File: src/rtl/sample_delay_line_pkg.sv
// Shared sample types and helpers for the ADC -> delay -> DAC sample path.
package sample_pkg;

   localparam int unsigned SAMPLE_W            = 14;
   localparam int unsigned DEFAULT_DELAY_DEPTH = 16;

   typedef logic [SAMPLE_W-1:0] sample_t;

   // DAC inputs expect offset binary at 12 bits: flip the sign bit, drop 2 LSBs.
   function automatic logic [SAMPLE_W-3:0] to_offset_binary(input sample_t s);
      sample_t t;
      t             = s;
      t[SAMPLE_W-1] = ~t[SAMPLE_W-1];
      return t[SAMPLE_W-1:2];
   endfunction

endpackage

File: src/rtl/sample_delay_line_if.sv
// Sample-stream bundle between a strobe/sample producer and the delay line.
interface sample_delay_line_if
   import sample_pkg::*;
#(
   parameter  int unsigned WIDTH = SAMPLE_W,
   parameter  int unsigned DEPTH = DEFAULT_DELAY_DEPTH,
   localparam int unsigned AW    = $clog2(DEPTH)
);

   logic             sample_strobe;
   logic [WIDTH-1:0] din;
   logic [AW-1:0]    delay_sel;
   logic             bypass;
   logic [WIDTH-1:0] dout;
   logic             dout_valid;
   logic             filled;

   modport master (
      output sample_strobe, din, delay_sel, bypass,
      input  dout, dout_valid, filled
   );

   modport slave (
      input  sample_strobe, din, delay_sel, bypass,
      output dout, dout_valid, filled
   );

endinterface

File: src/rtl/sample_delay_line_strobe_edge_detect.sv
// Rising-edge detector for a slow strobe synchronous to clk_in.
module strobe_edge_detect (
   input  logic clk_in,
   input  logic rst_n,
   input  logic strobe,
   output logic event_o
);

   logic strobe_q;

   // Reset high so a strobe already asserted at reset release is not an event.
   always_ff @(posedge clk_in or negedge rst_n) begin
      if (!rst_n) strobe_q <= 1'b1;
      else        strobe_q <= strobe;
   end

   assign event_o = strobe & ~strobe_q;

endmodule

File: src/rtl/sample_delay_line.sv
// N-sample circular-buffer delay for ADC sample streams, clocked by strobe events.
module sample_delay_line
   import sample_pkg::*;
#(
   parameter  int unsigned WIDTH = SAMPLE_W,
   parameter  int unsigned DEPTH = DEFAULT_DELAY_DEPTH,
   localparam int unsigned AW    = $clog2(DEPTH)
) (
   input logic                clk_in,
   input logic                rst_n,
   sample_delay_line_if.slave bus
);

   localparam logic [AW-1:0] FILL_MAX = AW'(DEPTH - 1);

   logic             ev;
   logic [WIDTH-1:0] mem_q [DEPTH];
   logic [AW-1:0]    wr_ptr_q,   wr_ptr_d;
   logic [AW-1:0]    fill_cnt_q, fill_cnt_d;
   logic [AW-1:0]    rd_addr;
   logic [WIDTH-1:0] dout_q,     dout_d;
   logic             valid_q,    valid_d;
   logic             filled_q,   filled_d;

   strobe_edge_detect u_edge (
      .clk_in  (clk_in),
      .rst_n   (rst_n),
      .strobe  (bus.sample_strobe),
      .event_o (ev)
   );

   always_ff @(posedge clk_in) begin
      if (ev) mem_q[wr_ptr_q] <= bus.din;
   end

   always_comb begin
      wr_ptr_d   = wr_ptr_q;
      fill_cnt_d = fill_cnt_q;
      dout_d     = dout_q;
      valid_d    = ev;
      filled_d   = (fill_cnt_q >= bus.delay_sel);
      rd_addr    = wr_ptr_q - bus.delay_sel;
      if (ev) begin
         wr_ptr_d = wr_ptr_q + AW'(1);
         if (fill_cnt_q != FILL_MAX) fill_cnt_d = fill_cnt_q + AW'(1);
         // Entries not yet written since reset read as zero, never stale data.
         if (bus.delay_sel == '0)              dout_d = bus.din;
         else if (fill_cnt_q >= bus.delay_sel) dout_d = mem_q[rd_addr];
         else                                  dout_d = '0;
      end
      if (bus.bypass) dout_d = bus.din;
   end

   always_ff @(posedge clk_in or negedge rst_n) begin
      if (!rst_n) begin
         wr_ptr_q   <= '0;
         fill_cnt_q <= '0;
         dout_q     <= '0;
         valid_q    <= 1'b0;
         filled_q   <= 1'b0;
      end else begin
         wr_ptr_q   <= wr_ptr_d;
         fill_cnt_q <= fill_cnt_d;
         dout_q     <= dout_d;
         valid_q    <= valid_d;
         filled_q   <= filled_d;
      end
   end

   assign bus.dout       = dout_q;
   assign bus.dout_valid = valid_q;
   assign bus.filled     = filled_q;

endmodule

File: src/flat_wrapper.sv
// flat-port wrapper written by rule: the top's interface ports become plain ports
module sample_delay_line_flat import sample_pkg::*;
#(
   parameter  int unsigned WIDTH = SAMPLE_W,
   parameter  int unsigned DEPTH = DEFAULT_DELAY_DEPTH,
   localparam int unsigned AW    = $clog2(DEPTH)
)
  (clk_in, rst_n, bus_sample_strobe, bus_din, bus_delay_sel, bus_bypass, bus_dout, bus_dout_valid, bus_filled);
  sample_delay_line_if #(.WIDTH(WIDTH), .DEPTH(DEPTH)) bus_i ();
  input logic clk_in;
  input logic rst_n;
  input wire logic [$bits(bus_i.sample_strobe)-1:0] bus_sample_strobe;
  input wire logic [$bits(bus_i.din)-1:0] bus_din;
  input wire logic [$bits(bus_i.delay_sel)-1:0] bus_delay_sel;
  input wire logic [$bits(bus_i.bypass)-1:0] bus_bypass;
  output wire logic [$bits(bus_i.dout)-1:0] bus_dout;
  output wire logic [$bits(bus_i.dout_valid)-1:0] bus_dout_valid;
  output wire logic [$bits(bus_i.filled)-1:0] bus_filled;
  assign bus_i.sample_strobe = bus_sample_strobe;
  assign bus_i.din = bus_din;
  assign bus_i.delay_sel = bus_delay_sel;
  assign bus_i.bypass = bus_bypass;
  assign bus_dout = bus_i.dout;
  assign bus_dout_valid = bus_i.dout_valid;
  assign bus_filled = bus_i.filled;
  sample_delay_line #(.WIDTH(WIDTH), .DEPTH(DEPTH)) u_core (.clk_in(clk_in), .rst_n(rst_n), .bus(bus_i));
endmodule
File: config.mk
export PLATFORM = sky130hd
export DESIGN_NAME = sample_delay_line_flat
export DESIGN_NICKNAME = d
export VERILOG_FILES = /design/src/rtl/sample_delay_line_pkg.sv /design/src/rtl/sample_delay_line_if.sv /design/src/rtl/sample_delay_line_strobe_edge_detect.sv /design/src/rtl/sample_delay_line.sv /design/src/flat_wrapper.sv
export SDC_FILE = /design/constraint.sdc
export NUM_CORES = 1
export LEC_CHECK = 0
export BUFFER_PORTS_ARGS = -buffer_cell sky130_fd_sc_hd__buf_4
export CELL_PAD_IN_SITES_DETAIL_PLACEMENT = 1
export CELL_PAD_IN_SITES_GLOBAL_PLACEMENT = 2
export CORE_UTILIZATION = 51
export DETAILED_ROUTE_END_ITERATION = 8
export PLACE_DENSITY_LB_ADDON = 0.08
export SLEW_MARGIN = 20
export SYNTH_ARGS = -nofsm -noshare
export SYNTH_HDL_FRONTEND = slang
export SYNTH_SLANG_ARGS = --single-unit
File: constraint.sdc
create_clock -name clk_in -period 7.4 [get_ports clk_in]
set_input_delay 0.74 -clock clk_in [delete_from_list [all_inputs] [get_ports clk_in]]
set_output_delay 0.74 -clock clk_in [all_outputs]
set_load 0.01 [all_outputs]
==> Yosys cells after proc, flatten, opt, wreduce, memory -nomap -nowiden <==
Memories as Yosys holds them, arrays and structs flattened.
Index checks and enable logic that the tools add are counted.
{ "word_totals": {"ff_bits": 25, "ramBits": 224, "input_bits": 22, "out_inout_bits": 16, "elab_cells": 23, "memories": 1} }
{ "op_classes": {"add_sub_neg": 3, "magnitude_cmp": 1, "n_eq_ne": 1, "mux": 6, "bitwise_logic": 2, "n_reduce_logical": 3} }
{ "memory_table": {"columns": ["name", "words", "word_bits", "rd", "rd_clocked_by_memory_dff", "wr", "line", "text"], "rows": [
  ["u_core.mem_q", 16, 14, 1, 0, 1, "sample_delay_line.sv:17", "logic [WIDTH-1:0] mem_q [DEPTH];"]
]} }
{ "ops": {"columns": ["cell", "count"], "rows": [
  ["$mux 14", 4],
  ["$add 4x1->4 const B", 2],
  ["$ge 4x4->1", 1],
  ["$logic_not 4->1", 1],
  ["$ne 4x4->1 const B", 1],
  ["$sub 4x4->4", 1],
  ["$mux 1", 2],
  ["$reduce_and 2->1", 1],
  ["$reduce_bool 2->1", 1],
  ["$and 1x1->1", 1],
  ["$not 1->1", 1]
]} }

==> Longest topological paths before layout <==
An unclocked memory read counts as a cell.
{ "depth": {"word_depth": 6, "ltp_mapped": 10, "depth_no_buf": 8} }

==> Modules after synthesis <==
A second synthesis with hierarchy kept.
{ "unflattened": {"cells_unflattened": 511, "area_unflattened_um2": 10004.6} }
{ "modules_own_cells": {"columns": ["mod", "instances", "cells_per_inst", "area_per_inst_um2", "seq_area_each_um2"], "rows": [
  ["sample_delay_line", 1, 509, 9964.6, 7327.0],
  ["strobe_edge_detect", 1, 2, 40.0, 26.3]
]} }

==> Least setup slack after synthesis <==
Ideal clock, no wire load.
{ "synth_path": {"path_type": "input to register", "startpoint": "input port bus_sample_strobe", "endpoint": "memory u_core.mem_q[3][0] in the netlist's numbering, enable pin", "setup_ns": 0.403, "t_arrival_ns": 2.485, "slack_ns": 4.512, "path_stages": 4, "path_buffers": 1, "cell_sequence": "nor2b_1 clkbuf_1 nand2_1 nor3_1"} }
{ "synth_between": {"elab_chain_cells": 3} }
{ "synth_lines": {"columns": ["element", "line", "text"], "rows": [
  ["start, declared", "flat_wrapper.sv:12", "input wire logic [$bits(bus_i.sample_strobe)-1:0] bus_sample_strobe;"],
  ["$and 1x1->1", "sample_delay_line_strobe_edge_detect.sv:17", "assign event_o = strobe & ~strobe_q;"],
  ["net u_core.ev", "sample_delay_line.sv:16", "logic ev;"],
  ["$mux 1", "sample_delay_line.sv:33", "if (ev) mem_q[wr_ptr_q] <= bus.din;"],
  ["$mux 1 (not written as such)", "sample_delay_line.sv:33", null],
  ["end, declared", "sample_delay_line.sv:17", null]
]} }
The timed path passes the listed nets, and every way through them passes these cells.

==> Final worst setup path <==
{ "layout_path": {"startpoint": "register u_core.wr_ptr_q[0]", "endpoint": "register u_core.dout_q[6] (netlist: u_core.bus.dout[6])"} }
{ "layout_between": {"elab_chain_cells": 6} }
{ "layout_lines": {"columns": ["element", "line", "text"], "rows": [
  ["start, declared", "sample_delay_line.sv:18", "logic [AW-1:0] wr_ptr_q, wr_ptr_d;"],
  ["start signal, assigned", "sample_delay_line.sv:62", "wr_ptr_q <= wr_ptr_d;"],
  ["$sub 4x4->4", "sample_delay_line.sv:42", "rd_addr = wr_ptr_q - bus.delay_sel;"],
  ["$mem_v2 16x14", null, null],
  ["$mux 14", "sample_delay_line.sv:48", "else if (fill_cnt_q >= bus.delay_sel) dout_d = mem_q[rd_addr];"],
  ["$mux 14", "sample_delay_line.sv:47", "if (bus.delay_sel == '0) dout_d = bus.din;"],
  ["$mux 14", "sample_delay_line.sv:43", "if (ev) begin"],
  ["$mux 14", "sample_delay_line.sv:51", "if (bus.bypass) dout_d = bus.din;"],
  ["end signal, assigned", "sample_delay_line.sv:64", "dout_q <= dout_d;"],
  ["end, declared", "sample_delay_line.sv:21", "logic [WIDTH-1:0] dout_q, dout_d;"]
]} }
No other way between the ends. The select of a mux whose other input is x is not followed.
A chain may end at the register's enable or synchronous reset.

==> flow_summary.toml <==
[logic_synthesis]
yosysTopAreaCell = "edfxtp_1"
synth_area_leaders = "edfxtp_1, mux4_2, dfrtp_1"
synth_seq_cells = 249
synth_flop_cell = "edfxtp_1"
yosys_warnings = 0
synth_cell_types = 35
ys_seq_area_frac = 0.740
synth_area_mm2 = 0.00994
synth.net_count = 546
synth_top_area_frac = 0.677
avgSynthCellArea_um2 = 19.5
synthCells = 511
synthArstFlopShare = 0.100
synth_enable_flop_cells = 224

[finish]
syn_to_final_growth_pct = 15.2
layout_common_cells = "edfxtp_1, buf_4, mux4_2"
stdcell_count = 853
final_common_cell = "edfxtp_1"
drive_gt1_frac = 0.282
finalNetCount = 607
regArea_mm2 = 0.00735
multiInputGateArea_mm2 = 0.00244
diodes = 0
fillCellCount = 1628

[routing]
viasPerCell = 5.91
drt_iter0_drc = 343
drt-total-wl_um = 23700
num_vias = 5045
routedWlPerCell_um = 27.7
remaining_drc_errors = 0
first_pass_iters = 5
ant_nets = 0

[die]
row_count = 50
die-area_mm2 = 0.0201
start_util = 0.526
die_y_um = 142
core_area_mm2 = 0.0189
fp.dieW_um = 142
ioPinCount = 38

[power_and_ir_drop]
report.power.total_mw = 4.37
p_comb_frac = 0.305
netSwitchingFraction = 0.306
power_frac_seq = 0.396
power_switching_mw = 1.34
vdd_drop_max_mv = 0.227
pwr-share-clk = 0.299
p_int_mw = 3.03
p_leak_nw = 3.89
cellPowerDensity_mw_per_mm2 = 381

[critical_path]
end_kind = "register"
arrival_ns = 3.52
setup.worst_path.start = "u_core.wr_ptr_q[0]$_DFFE_PN0P_"
cp_max_fo = 56
cp-start-kind = "register"
r2r-start = "u_core.wr_ptr_q[0]$_DFFE_PN0P_"
worstSetupPathType = "reg -> reg"
cp.required_ns = 7.82

[global_routing]
antenna_found_initial = 0
grt_max_degree = 57
overflow = 0
grt_pass1_wl_um = 35300
grt_pass1_vias = 5447
grt_usage = 0.252

[sta]
finalSetupTns_ns = 0
rsz0062_at_grt = "no"
worstMarginPinSlew_ns = 1.09
maxSlewHeadroom = 0.275
finalSetupViolCount = 0
fmax_mhz = 323
finClkSkew_ns = 0.00864
finalCritPeriodShare = 0.418
finalCriticalPeriod_ns = 3.09
finalHoldViolCount = 0
slew_viol_final = 0

[cts]
post_cts_buffers = 0
clk_latency_ns = 0.54
clkTransAtPathRegs_ns = 0.06
cts_resized = 0
cts_sinks = 249
ctsHoldBuffers = 0
cts_tree = "built"
root_buffer = "clkbuf_16"
clockBufferDepth = 3
htreeDepth = 1
numCtsBuffers = 27

[job]
maxCapViolCount = 0

[placement]
dp.cells = 803
port_buffers = 37
gp_congestion = 0.739
hpwl_um = 13500

[hold_path]
hp-class = "in -> async"

[run_status]
outcome = "finished clean"
Yosys cell counts (all sizes together), types with 5 or more instances:
| cell | n |
|---|---|
| o22a | 14 |
| nor3 | 5 |
| edfxtp | 224 |
| dfrtp | 24 |
| clkbuf | 8 |
| nand2 | 35 |
| buf | 17 |
| mux4 | 56 |
| inv | 8 |
| nor2 | 14 |
| a21oi | 34 |
| mux2i | 14 |
| ha | 12 |
| o21ai | 16 |
| xnor2 | 6 |
critical path, stage by stage (launching register included):
cell	delay (ns)
dfrtp_1	0.41
inv_1	0.21
ha_4	0.17
inv_1	0.05
fa_2	0.51
buf_4	0.66
mux4_2	0.41
mux2i_1	0.20
o21ai_0	0.13
o22a_1	0.21
power by group through the flow:
stage               combinational [mW]  clock, mW  sequential (mW)
floorplan                        0.997          0             1.73
global placement                  1.31          0             1.75
detailed placement                1.34          0             1.76
CTS                               1.36       1.33             1.73
global route                      1.45       1.38             1.74
finish                            1.33       1.31             1.73
layer usage:
layer	routed length (um)	share of wire	GRT usage
met5	0	0	0
met4	625	0.026	0.0770
met3	1480	0.062	0.0523
met2	12200	0.51	0.431
met1	9410	0.40	0.326
registers in the layout (all words and copies together), names as in the netlist:
signal,count
u_core.fill_cnt_q,4
u_core.bus.dout,14
u_core.bus.filled,1
u_core.wr_ptr_q,4
u_core.mem_q,224
u_core.u_edge.strobe_q,1
u_core.bus.dout_valid,1
final cells by class:
| class | count | share of cell area |
|---|---|---|
| Sequential cell | 249 | 0.642 |
| Multi-Input combinational cell | 229 | 0.213 |
| Clock buffer | 43 | 0.0695 |
| Timing Repair Buffer | 57 | 0.0374 |
| Tap cell | 260 | 0.0284 |
| Clock inverter | 7 | 0.00688 |
| Inverter | 8 | 0.00262 |
per-stage QoR:
step / setup WS [ns] / instance area [um2] / hold WS, ns / util
2_1_floorplan: 4.51 / 9940 / 0.444 / -
3_3_place_gp: 4.06 / 10600 / 0.496 / 0.559
3_5_place_dp: 4.03 / 10600 / 0.504 / 0.560
4_1_cts: 4.26 / 11500 / 0.151 / 0.606
5_1_grt: 4.12 / 11500 / 0.164 / 0.606
6_report: 4.31 / 11500 / 0.150 / 0.606
worst paths after layout:
| check | to | slack (ns) | depth (start not counted) |
|---|---|---|---|
| setup / recovery | u_core.bus.dout[6]$_DFFE_PN0P_ | 4.31 | 9 |
| hold / removal | u_core.bus.dout[7]$_DFFE_PN0P_ | 0.15 | 1 |
| hold reg to reg | u_core.bus.dout[6]$_DFFE_PN0P_ | 0.51 | 1 |
| max in group asynchronous | u_core.u_edge.strobe_q$_DFF_PN1_ | 6.90 | 1 |
| setup reg to reg | u_core.bus.dout[6]$_DFFE_PN0P_ | 4.31 | 9 |
| min in group clk_in | u_core.u_edge.strobe_q$_DFF_PN1_ | 0.31 | 1 |
kinds of logic (layout without fill, tap and decap cells):
group | after synthesis | in the layout | share of synthesized area
compound gates | 67 | 67 | 0.0417
xor+xnor | 8 | 8 | 0.00894
fa+ha+maj | 13 | 13 | 0.0171
buf+inv | 33 | 115 | 0.0195
flops | 249 | 249 | 0.740
mux | 71 | 71 | 0.142
simple gates | 70 | 70 | 0.0311
No activity file was read; power rests on OpenSTA's default activity.
